--- config.mk ---
export PLATFORM = sky130hd
export DESIGN_NAME = password_candidate_gen_flat
export DESIGN_NICKNAME = d
export VERILOG_FILES = /design/src/rtl/password_candidate_gen_if.sv /design/src/rtl/password_candidate_gen.sv /design/src/flat_wrapper.sv
export SDC_FILE = /design/constraint.sdc
export NUM_CORES = 1
export LEC_CHECK = 0
export ABC_AREA = 1
export CAP_MARGIN = 20
export CORE_ASPECT_RATIO = 2
export CORE_MARGIN = 2
export CORE_UTILIZATION = 55
export CTS_BUF_LIST = sky130_fd_sc_hd__clkbuf_2 sky130_fd_sc_hd__clkbuf_4 sky130_fd_sc_hd__clkbuf_8
export CTS_CLUSTER_SIZE = 16
export DETAILED_ROUTE_END_ITERATION = 8
export PLACE_DENSITY = 0.8
export SLEW_MARGIN = 15
export SYNTH_ARGS = -nofsm -noshare
export SYNTH_HDL_FRONTEND = slang
export SYNTH_SLANG_ARGS = --single-unit
--- constraint.sdc ---
create_clock -name clk -period 5.93 [get_ports clk]
set_input_delay 1.186 -clock clk [delete_from_list [all_inputs] [get_ports clk]]
set_output_delay 1.186 -clock clk [all_outputs]
set_load 0.005 [all_outputs]
--- src/rtl/password_candidate_gen_if.sv ---
// Candidate handshake bundle between the brute-force generator and the
// NTLM hashing datapath.
//   start  : pulse that begins enumeration (driven by controller)
//   stop   : halt request from the hash comparator
//   ready  : downstream accepts the current candidate
//   instr  : left-justified, zero-padded candidate, char i at [8i:8i+7]
//   length : number of valid characters in instr
//   valid  : instr/length hold a candidate not yet accepted
//   busy   : generator is enumerating
//   done   : space exhausted or stopped
interface password_candidate_gen_if;
  logic         start;
  logic         stop;
  logic         ready;
  logic [0:127] instr;
  logic [0:3]   length;
  logic         valid;
  logic         busy;
  logic         done;

  modport master (
    input  start, stop, ready,
    output instr, length, valid, busy, done
  );

  modport slave (
    output start, stop, ready,
    input  instr, length, valid, busy, done
  );
endinterface

--- src/rtl/password_candidate_gen.sv ---
// Brute-force password candidate generator. Enumerates every string over
// [CHAR_MIN, CHAR_MAX] of length MIN_LEN..MAX_LEN, rightmost character
// counting fastest, one candidate per accepted valid/ready transfer.
//   clk : system clock, rising edge
//   rst : asynchronous active-high reset
//   bus : candidate handshake (master side), see password_candidate_gen_if
module password_candidate_gen #(
  parameter logic [7:0]  CHAR_MIN = 8'h61,
  parameter logic [7:0]  CHAR_MAX = 8'h7A,
  parameter int unsigned MIN_LEN  = 1,
  parameter int unsigned MAX_LEN  = 8
) (
  input  logic                     clk,
  input  logic                     rst,
  password_candidate_gen_if.master bus
);

  typedef enum logic [1:0] {
    IDLE = 2'd0,
    RUN  = 2'd1,
    DONE = 2'd2
  } state_t;

  state_t       state_q, state_d;
  logic [0:127] instr_q, instr_d;
  logic [0:3]   length_q, length_d;
  logic         valid_q, valid_d;
  logic         busy_q, busy_d;
  logic         done_q, done_d;

  logic [0:127] adv_instr;
  logic [0:127] first_instr;
  logic [0:3]   adv_length;
  logic         carry;
  logic         last;

  always_ff @(posedge clk or posedge rst) begin
    if (rst) begin
      state_q  <= IDLE;
      instr_q  <= '0;
      length_q <= '0;
      valid_q  <= 1'b0;
      busy_q   <= 1'b0;
      done_q   <= 1'b0;
    end else begin
      state_q  <= state_d;
      instr_q  <= instr_d;
      length_q <= length_d;
      valid_q  <= valid_d;
      busy_q   <= busy_d;
      done_q   <= done_d;
    end
  end

  always_comb begin
    carry       = 1'b1;
    adv_instr   = instr_q;
    adv_length  = length_q;
    first_instr = '0;
    state_d     = state_q;
    instr_d     = instr_q;
    length_d    = length_q;
    valid_d     = valid_q;
    busy_d      = busy_q;
    done_d      = done_q;

    for (int unsigned k = 0; k < 16; k++) begin
      if (4'(k) < 4'(MIN_LEN)) first_instr[8*k +: 8] = CHAR_MIN;
    end

    // Odometer: walk from byte 15 down so the rightmost used byte sees the
    // incoming carry first; unused bytes are skipped by the length guard.
    for (int unsigned k = 0; k < 16; k++) begin
      if (carry && (4'(15 - k) < length_q)) begin
        if (instr_q[8*(15-k) +: 8] == CHAR_MAX) begin
          adv_instr[8*(15-k) +: 8] = CHAR_MIN;
        end else begin
          adv_instr[8*(15-k) +: 8] = instr_q[8*(15-k) +: 8] + 8'd1;
          carry = 1'b0;
        end
      end
    end

    // Carry out of byte 0: grow by one and fill every used byte, including
    // the newly used one, with CHAR_MIN.
    if (carry) begin
      adv_length = length_q + 4'd1;
      for (int unsigned k = 0; k < 16; k++) begin
        adv_instr[8*k +: 8] = (4'(k) <= length_q) ? CHAR_MIN : 8'h00;
      end
    end

    last = carry && (length_q == 4'(MAX_LEN));

    unique case (state_q)
      IDLE, DONE: begin
        if (bus.start) begin
          state_d  = RUN;
          instr_d  = first_instr;
          length_d = 4'(MIN_LEN);
          valid_d  = 1'b1;
          busy_d   = 1'b1;
          done_d   = 1'b0;
        end
      end
      RUN: begin
        if (bus.stop || (valid_q && bus.ready && last)) begin
          state_d = DONE;
          valid_d = 1'b0;
          busy_d  = 1'b0;
          done_d  = 1'b1;
        end else if (valid_q && bus.ready) begin
          instr_d  = adv_instr;
          length_d = adv_length;
        end
      end
      default: state_d = IDLE;
    endcase
  end

  assign bus.instr  = instr_q;
  assign bus.length = length_q;
  assign bus.valid  = valid_q;
  assign bus.busy   = busy_q;
  assign bus.done   = done_q;

endmodule
--- src/flat_wrapper.sv ---
// flat-port wrapper written by rule: the top's interface ports become plain ports
module password_candidate_gen_flat 
#(
  parameter logic [7:0]  CHAR_MIN = 8'h61,
  parameter logic [7:0]  CHAR_MAX = 8'h7A,
  parameter int unsigned MIN_LEN  = 1,
  parameter int unsigned MAX_LEN  = 8
)
  (clk, rst, bus_start, bus_stop, bus_ready, bus_instr, bus_length, bus_valid, bus_busy, bus_done);
  password_candidate_gen_if bus_i ();
  input  logic clk;
  input  logic rst;
  input wire logic [$bits(bus_i.start)-1:0] bus_start;
  input wire logic [$bits(bus_i.stop)-1:0] bus_stop;
  input wire logic [$bits(bus_i.ready)-1:0] bus_ready;
  output wire logic [$bits(bus_i.instr)-1:0] bus_instr;
  output wire logic [$bits(bus_i.length)-1:0] bus_length;
  output wire logic [$bits(bus_i.valid)-1:0] bus_valid;
  output wire logic [$bits(bus_i.busy)-1:0] bus_busy;
  output wire logic [$bits(bus_i.done)-1:0] bus_done;
  assign bus_i.start = bus_start;
  assign bus_i.stop = bus_stop;
  assign bus_i.ready = bus_ready;
  assign bus_instr = bus_i.instr;
  assign bus_length = bus_i.length;
  assign bus_valid = bus_i.valid;
  assign bus_busy = bus_i.busy;
  assign bus_done = bus_i.done;
  password_candidate_gen #(.CHAR_MIN(CHAR_MIN), .CHAR_MAX(CHAR_MAX), .MIN_LEN(MIN_LEN), .MAX_LEN(MAX_LEN)) u_core (.clk(clk), .rst(rst), .bus(bus_i));
endmodule
==> impl_metrics.csv, run 1 <==
group,metric,value,unit
global_route,overflow,0,
sta,slew_headroom,39.7,%
critical_path,required,6320,ps
detailed_routing,wire_per_inst,15.9,microns
floorplanning,core,17400,sq um
critical_path,critPathMaxFanout,64,
yosys,ys_seq_elements,136,
finish,layout_common_cells,"nand2_1, nor2_1, nand4_1",
sta,fin_worst_skew,17.9,ps
floorplanning,fp.dieW,98.2,microns
clock_tree,path_clk_slew,80,ps
critical_path,critPathKind,"flop to flop",
sta,hold_violations,0,
global_route,grt_max_degree,82,
place,dp_cells,1715,
detailed_routing,drtIter0Drc,671,
detailed_routing,routed_wl,27700,microns
sta,worstMarginPinSlew,901,ps
sta,period_share,68.3,%
yosys,synth.yosys.seq_area_share,34.9,%
floorplanning,die_area,18900,sq um
global_route,grt_first_pass_wirelength,45100,microns
clock_tree,clock_path_buffers,2,
flow_run,cap_violations,0,
floorplanning,rows,68,
detailed_routing,dr.pass1.iters,8,
yosys,syn_inst,1411,
critical_path,r2r_cells,17,
sta,rsz0062_at_grt,"no",
power_and_ir_drop,power,4.85,mW
clock_tree,htreeDepth,4,
detailed_routing,vias,10000,
finish,final_common_cell,"nand2_1",
place,gp_congestion,0.937,
power_and_ir_drop,ir_drop,343,uV
finish,antenna_cells,0,
critical_path,worstPathCellList,"nand2_1 > nor2_1 > nand2_2 > nand4_2 > nand3_2 > nor2_4 > o211ai_2 > nor2_4 > nand4_2 > nor2_4 > nand4_2 > nand3_2 > nand2_4 > buf_4 > nand3_2 > nand2_1 > nand2_1",
place,dpl.hpwl,19400,microns
clock_tree,post-cts-setup-buffer-count,0,
finish,drive_gt1_share,6.57,%
critical_path,path_depth,17,
yosys,post_synth.cell_area_avg,6.92,sq um
critical_path,critical_path.slowest_cell,"dfrtp_1",
clock_tree,clk_latency,460,ps
critical_path,end_kind,"flop",
floorplanning,initial_core_util,56.2,%
sta,slew_violations,0,
sta,setup_violations,0,
finish,finish.net_count,1564,
sta,fmax,247,MHz
clock_tree,post_cts_resized,0,
finish,instances_no_fill,1747,
finish,area_delta_synth_final,19.6,%
sta,period_minus_slack,4050,ps
critical_path,path_buf_inv,1,
yosys,synth_area_leader_cell,"dfrtp_1",
detailed_routing,detail-route-antenna-nets,0,
global_route,grt_usage,29.2,%
yosys,ys_types,40,
worst_hold_path,hp-class,"flop to flop",
yosys,netlist_top_cells_area,"dfrtp_1, nand2_1, nand4_1",
critical_path,r2r-start,"u_core.bus.length[0]",
clock_tree,tritoncts,"done",
critical_path,crit_arrival,4440,ps
detailed_routing,drc,0,
global_route,antenna_found_initial,0,
sta,fin_tns_setup,0,ps
critical_path,path_delay_family,"simple AND/OR/NAND/NOR gates",
critical_path,cpPeakStageDelay,650,ps
yosys,synth_top_cell_area_share,34.9,%
clock_tree,cts.sinks,136,
yosys,yosys_warnings,0,
floorplanning,ioPinCount,140,
clock_tree,ctsHoldBuffers,0,
global_route,grt_pass1_vias,9390,
power_and_ir_drop,p_per_area,415,nW/um^2
yosys,synthesis.nets,1451,
yosys,syn-cell-area,9760,sq um
critical_path,endpoint,"u_core.bus.instr[116]",
critical_path,rrSetupSlack,1880,ps
place,port_buffers,139,
run_status,outcome,"finished clean",
clock_tree,cts_made_buffers,17,
critical_path,crit_path_start_kind,"flop",
critical_path,critPathLaunch,"u_core.bus.length[0]",
power_and_ir_drop,cellLeakagePower,5.69,nW
critical_path,reg2reg_to,"u_core.bus.instr[116]",
detailed_routing,viasPerCell,5.75,
clock_tree,cts_root_buf,"clkbuf_8",
floorplanning,die_h,192,microns
-- routing by layer --
layer  track usage (%)  part of all wire, %  up-vias
met5                 0                    0        -
met4              15.1                  3.7        0
met3              4.49                  5.0       71
met2              52.3                   53      356
met1              33.2                   38     4804
li1                  -                    -     4812
-- where the power goes --
group / internal [mW] / switching, mW / leakage, nW
Combinational: 0.893 / 1.53 / 3.58
Clock: 0.583 / 0.386 / 0.254
Sequential: 1.13 / 0.329 / 1.86
-- worst min path at each step --
| stage | startpoint | end | slack [ps] | cells after the start |
|---|---|---|---|---|
| floorplan | u_core.bus.done | u_core.bus.done | 470 | 2 |
| global placement | u_core.bus.instr[121] | u_core.bus.instr[121] | 480 | 2 |
| detailed placement | u_core.bus.instr[20] | u_core.bus.instr[20] | 490 | 2 |
| CTS | u_core.bus.instr[20] | u_core.bus.instr[20] | 510 | 2 |
| global route | u_core.bus.instr[20] | u_core.bus.instr[20] | 530 | 2 |
| finish | u_core.bus.instr[20] | u_core.bus.instr[20] | 500 | 2 |
-- kinds of logic after synthesis --
| logic type | share of synthesized area [%] |
|---|---|
| flip-flops | 34.9 |
| adder cells (fa/ha/maj) | 4.49 |
| buffers and inverters | 8.49 |
| AO/OA/AOI/OAI | 3.03 |
| XOR/XNOR | 4.58 |
| AND/OR/NAND/NOR | 44.6 |
-- state kept, by name, indices dropped and copies added (netlist names) --
| name | count |
|---|---|
| u_core.state_q | 2 |
| u_core.bus.valid | 1 |
| u_core.bus.length | 4 |
| u_core.bus.instr | 128 |
| u_core.bus.done | 1 |
-- cells in the mapped netlist (all sizes together) --
cell	instances
xor2	30
dfrtp	136
nand4	144
o41ai	1
a31oi	2
ha	35
nor3	23
o21bai	3
nor3b	5
nand3b	10
o211ai	5
and2	1
nand2	450
nor2	220
clkbuf	21
o21ai	20
o21a	1
a211oi	2
a21oi	13
buf	34
a21boi	1
nor4	4
xnor2	21
nand3	83
inv	130
or2	16
-- worst register-to-register path: stages (launching register included) --
cell      delay, ps
dfrtp_1         650
nand2_1         310
nor2_1          310
nand2_2         120
nand4_2         170
nand3_2         140
nor2_4          150
o211ai_2        130
nor2_4          150
nand4_2         140
nor2_4          350
nand4_2         160
nand3_2         120
nand2_4         220
buf_4           440
nand3_2         290
nand2_1          70
nand2_1          70
-- cell type report --
class	count	area, sq um
clock buffer	21	283
clock inverter	11	216
fill	1499	5680
inverter	130	493
multi-input combinational	1090	5540
sequential	136	3400
tap	210	263
timing repair buffer	149	1480
-- per-stage QoR --
step | utilization [%] | hold slack (ps) | setup slack [ps] | instance area [sq um]
detailed placement | 64.4 | 486 | 1990 | 11200
global placement | 64.4 | 480 | 2060 | 11200
global route | 67.3 | 531 | 1590 | 11700
CTS | 67.3 | 506 | 1970 | 11700
floorplan | - | 473 | 1100 | 9760
finish | 67.3 | 502 | 1880 | 11700
Power figures use the tool's default switching activity.
==> run 2: changes to the inputs <==
Clock period 5.93 ns to 4.05 ns, I/O delays scaled along.
==> run 2 against run 1 <==
Compared with the run above:
- final cell count grew 0.34%
- clock power grew 20%
- utilization shrank 0.14 points
- critical endpoint is now u_core.bus.instr[68]
- design area shrank 0.20%
- fmax grew 9.7%
- sequential power grew 46%
- register-to-register slack lost 1500 ps
- first-iteration DRC count grew 1.0%
- total power grew 42%
- via count shrank 0.89%
==> impl_metrics.csv, run 2 (synthesized netlist as in run 1, its figures left out) <==
group,metric,value,unit
clock_tree,cts_root_buf,"clkbuf_8",
critical_path,r2r_cells,17,
floorplanning,core,17400,sq um
clock_tree,path_clk_slew,90,ps
critical_path,endpoint,"u_core.bus.instr[68]",
finish,antenna_cells,0,
detailed_routing,detail-route-antenna-nets,0,
sta,period_share,91.2,%
finish,layout_common_cells,"nand2_1, nor2_1, nand4_1",
clock_tree,cts_made_buffers,17,
clock_tree,post-cts-setup-buffer-count,0,
detailed_routing,vias,9954,
finish,fin_area,11700,sq um
finish,final_common_cell,"nand2_1",
run_status,outcome,"finished clean",
critical_path,required,4460,ps
floorplanning,ioPinCount,140,
critical_path,r2r-start,"u_core.bus.length[1]",
global_route,antenna_found_initial,0,
critical_path,rrSetupSlack,360,ps
finish,largest_register_ffs,128,
detailed_routing,drc,0,
clock_tree,cts.sinks,136,
power_and_ir_drop,p_per_area,592,nW/um^2
power_and_ir_drop,cellLeakagePower,5.66,nW
sta,hold_violations,0,
floorplanning,initial_core_util,56.2,%
sta,period_minus_slack,3690,ps
sta,whs,506,ps
sta,rsz0062_at_grt,"no",
sta,setup_violations,0,
flow_run,cap_violations,0,
finish,finish.net_count,1570,
detailed_routing,wire_per_inst,15.9,microns
global_route,grt_first_pass_wirelength,45800,microns
clock_tree,ctsHoldBuffers,0,
detailed_routing,viasPerCell,5.68,
critical_path,critPathLaunch,"u_core.bus.length[1]",
finish,area_delta_synth_final,19.4,%
worst_hold_path,hp-class,"flop to flop",
finish,nFillCells,1565,
global_route,grt_max_degree,73,
sta,fin_worst_skew,14.0,ps
finish,final-seq-area,3400,sq um
detailed_routing,drtIter0Drc,678,
place,gp_congestion,0.930,
detailed_routing,routed_wl,27900,microns
critical_path,crit_path_start_kind,"flop",
sta,fmax,271,MHz
place,dpl-instance-area,11200,sq um
clock_tree,post_cts_resized,0,
finish,multi_input_area,5540,sq um
place,dpl.hpwl,19500,microns
sta,slew_violations,0,
finish,drive_gt1_share,7.00,%
floorplanning,die_h,192,microns
clock_tree,htreeDepth,4,
sta,slew_headroom,45.2,%
critical_path,crit_arrival,4100,ps
floorplanning,fp.dieW,98.2,microns
clock_tree,clk_latency,460,ps
global_route,grt_usage,29.4,%
floorplanning,die_area,18900,sq um
floorplanning,rows,68,
critical_path,critPathKind,"flop to flop",
place,port_buffers,139,
sta,fin_tns_setup,0,ps
global_route,grt_pass1_vias,9500,
clock_tree,tritoncts,"done",
sta,worstMarginPinSlew,818,ps
global_route,overflow,0,
clock_tree,clock_path_buffers,2,
detailed_routing,dr.pass1.iters,6,
critical_path,critPathMaxFanout,48,
critical_path,reg2reg_to,"u_core.bus.instr[68]",
power_and_ir_drop,ir_drop,370,uV
critical_path,end_kind,"flop",
==> run 2: changes by cell type in the layout (fill, tap and decap cells not counted), sizes merged <==
cell and change:
buf +6, clkinvlp +5, bufinv -4, clkbuf -4, inv +3
==> run 2: how the worst min path moves through the flow <==
stage,from,endpoint,depth (start not counted)
after floorplan,u_core.bus.done,u_core.bus.done,2
after global placement,u_core.bus.instr[84],u_core.bus.instr[84],2
after detailed placement,u_core.bus.instr[84],u_core.bus.instr[84],2
after CTS,u_core.bus.instr[84],u_core.bus.instr[84],2
after global routing,u_core.bus.instr[84],u_core.bus.instr[84],2
final,u_core.bus.instr[84],u_core.bus.instr[84],2
==> run 2: critical path: stages, from the launching register on <==
cell	delay, ps
dfrtp_1	630
nand2_1	290
nor2_1	300
nand2_2	110
nand4_2	150
nand3_2	130
nor2_4	140
o211ai_2	130
nor2_4	160
nand4_2	150
nor2_4	130
nand4_2	100
nand3_2	110
nand2_4	310
buf_4	420
nand3_2	210
nand2_1	90
nand2_1	70
==> run 2: where the power goes <==
group | internal [mW] | switching [mW]
Sequential | 1.65 | 0.481
Combinational | 1.34 | 2.26
Clock | 0.559 | 0.602
Total | 3.55 | 3.35
==> run 2: area by class of cell <==
cell class              instances  area share [%]
repair buffers                155            13.3
flip-flops and latches        136            29.2
inverters                     130            4.22
clock inverters                15            1.44
multi-input cells            1090            47.6
well taps                     210            2.26
clock buffers                  17            2.01
==> run 2: per-stage QoR <==
stage | setup WS [ps] | utilization [%] | instances | total power [mW]
after floorplan | 1340 | - | 1411 | 4.35
after global placement | 494 | 64.8 | 1721 | 5.66
after global routing | 43.2 | 67.1 | 1753 | 7.42
final | 357 | 67.1 | 1753 | 6.90
after detailed placement | 398 | 64.8 | 1721 | 5.72
after CTS | 370 | 67.1 | 1753 | 6.90
==> run 2: metal layers <==
layer | part of all wire [%] | vias to the layer above | GRT usage (%)
met1 | 37 | 4687 | 32.4
li1 | - | 4834 | -
met5 | 0 | - | 0
met2 | 54 | 354 | 55.1
met4 | 3.9 | 0 | 14.5
met3 | 5.1 | 79 | 3.62
==> run 3: changes to the inputs <==
Settings changed: CORE_MARGIN 2 to 1.
==> run 3 against run 2 <==
Compared with the run above:
- setup slack better by 100 ps
- count of clock-buffer cells in the layout up 2
- first-iteration DRC count increased by 10%
- sequential cell count did not move
- final cell count hardly changed
- utilization is 0.45 points higher
- combinational power about the same
- die area down 3.1%
==> impl_metrics.csv, run 3 (synthesized netlist as in run 1, its figures left out) <==
group,metric,value,unit
clock_tree,clock_path_buffers,2,
detailed_routing,viasPerCell,5.71,
global_route,grt_usage,31.5,%
sta,setup_violations,0,
global_route,grt_pass1_vias,9452,
floorplanning,core,17300,sq um
detailed_routing,vias,10000,
critical_path,critPathMaxFanout,60,
clock_tree,cts_root_buf,"clkbuf_8",
critical_path,rrSetupSlack,460,ps
place,gp_congestion,0.935,
clock_tree,path_clk_slew,80,ps
floorplanning,rows,68,
floorplanning,die_h,190,microns
clock_tree,cts.sinks,136,
sta,fin_tns_setup,0,ps
critical_path,r2r_cells,17,
critical_path,reg2reg_to,"u_core.bus.instr[113]",
floorplanning,fp.dieW,96.2,microns
critical_path,crit_path_start_kind,"flop",
sta,period_share,88.7,%
detailed_routing,drc,0,
global_route,antenna_found_initial,0,
finish,layout_common_cells,"nand2_1, nor2_1, nand4_1",
power_and_ir_drop,p_per_area,595,nW/um^2
finish,antenna_cells,0,
sta,hold_violations,0,
sta,rsz0062_at_grt,"no",
detailed_routing,wire_per_inst,15.8,microns
power_and_ir_drop,power,6.94,mW
global_route,grt_first_pass_wirelength,45300,microns
clock_tree,tritoncts,"done",
finish,finish.net_count,1571,
sta,worstMarginPinSlew,796,ps
critical_path,critPathKind,"flop to flop",
clock_tree,clk_latency,470,ps
detailed_routing,routed_wl,27700,microns
power_and_ir_drop,ir_drop,366,uV
critical_path,required,4450,ps
place,dp_cells,1722,
run_status,outcome,"finished clean",
critical_path,r2r-start,"u_core.bus.length[0]",
worst_hold_path,hold_path_startpoint,"u_core.bus.instr[121]",
clock_tree,cts_made_buffers,17,
global_route,grt_max_degree,137,
sta,slew_headroom,47.0,%
clock_tree,post-cts-setup-buffer-count,0,
worst_hold_path,hp-class,"flop to flop",
power_and_ir_drop,cellLeakagePower,5.68,nW
clock_tree,htreeDepth,4,
finish,area_delta_synth_final,19.6,%
finish,instances_no_fill,1754,
worst_hold_path,min_to,"u_core.bus.instr[121]",
sta,worst_slack,459,ps
sta,period_minus_slack,3590,ps
worst_hold_path,hold_path_depth,2,
finish,largest_register_ffs,128,
global_route,overflow,0,
critical_path,end_kind,"flop",
place,dpl.hpwl,19400,microns
place,port_buffers,139,
sta,slew_violations,0,
detailed_routing,detail-route-antenna-nets,0,
detailed_routing,drtIter0Drc,746,
flow_run,cap_violations,0,
floorplanning,die_area,18300,sq um
sta,fin_worst_skew,14.1,ps
critical_path,crit_arrival,3990,ps
finish,nFillCells,1499,
floorplanning,initial_core_util,56.5,%
detailed_routing,dr.pass1.iters,5,
sta,fmax,278,MHz
place,dp_worst_setup_slack,399,ps
floorplanning,ioPinCount,140,
finish,drive_gt1_share,7.06,%
finish,final_common_cell,"nand2_1",
## run 3: worst max path at each step
stage	startpoint	endpoint	slack, ps	depth (start not counted)
2_1_floorplan	u_core.bus.instr[119]	u_core.bus.instr[37]	1340	21
3_3_place_gp	u_core.bus.length[1]	u_core.bus.instr[120]	540	14
3_5_place_dp	u_core.bus.length[0]	u_core.bus.instr[121]	400	14
4_1_cts	u_core.bus.length[1]	u_core.bus.instr[121]	390	14
5_1_grt	u_core.bus.length[3]	u_core.bus.length[0]	140	15
6_report	u_core.bus.length[0]	u_core.bus.instr[113]	460	17
## run 3: routing by layer
| metal | global-route usage, % | routed length, microns |
|---|---|---|
| met2 | 55.5 | 14600 |
| met4 | 16.0 | 1200 |
| met5 | 0 | 0 |
| met3 | 4.98 | 1290 |
| met1 | 35.7 | 10600 |
## run 3: layout make-up
cell class | instances | area (sq um) | area share [%]
Clock buffer | 19 | 262 | 2.24
Clock inverter | 13 | 153 | 1.31
Inverter | 130 | 492 | 4.21
Multi-Input combinational cell | 1090 | 5540 | 47.5
Sequential cell | 136 | 3400 | 29.2
Tap cell | 210 | 263 | 2.25
Timing Repair Buffer | 156 | 1560 | 13.3
## run 3: worst max-delay path, cell delays in order, from the launching register on
cell      delay (ps)
dfrtp_1          600
nand2_1          260
nor2_1           280
nand2_2          110
nand4_2          150
nand3_2          120
nor2_4           140
o211ai_2         140
nor2_4           160
nand4_2          140
nor2_4           140
nand4_2          100
nand3_2          120
nand2_4          330
buf_12           350
nand3_2          190
nand2_1           80
nand2_1           60
## run 3: per-stage QoR
step	hold WS (ps)	utilization, %	cell area, sq um
3_3_place_gp	473	65.1	11300
5_1_grt	527	67.6	11700
2_1_floorplan	473	-	9760
6_report	499	67.6	11700
4_1_cts	504	67.5	11700
3_5_place_dp	485	65.1	11300
## run 3: where the power goes
| group | internal, mW | switching [mW] | total (mW) |
|---|---|---|---|
| logic | 1.38 | 2.25 | 3.63 |
| registers | 1.65 | 0.469 | 2.12 |
| clock network | 0.634 | 0.564 | 1.20 |
| total | 3.66 | 3.28 | 6.94 |
## run 3: timing repair
item	CTS	global route
resized for setup	0	1
setup endpoints to repair	0	12
hold buffers	0	0
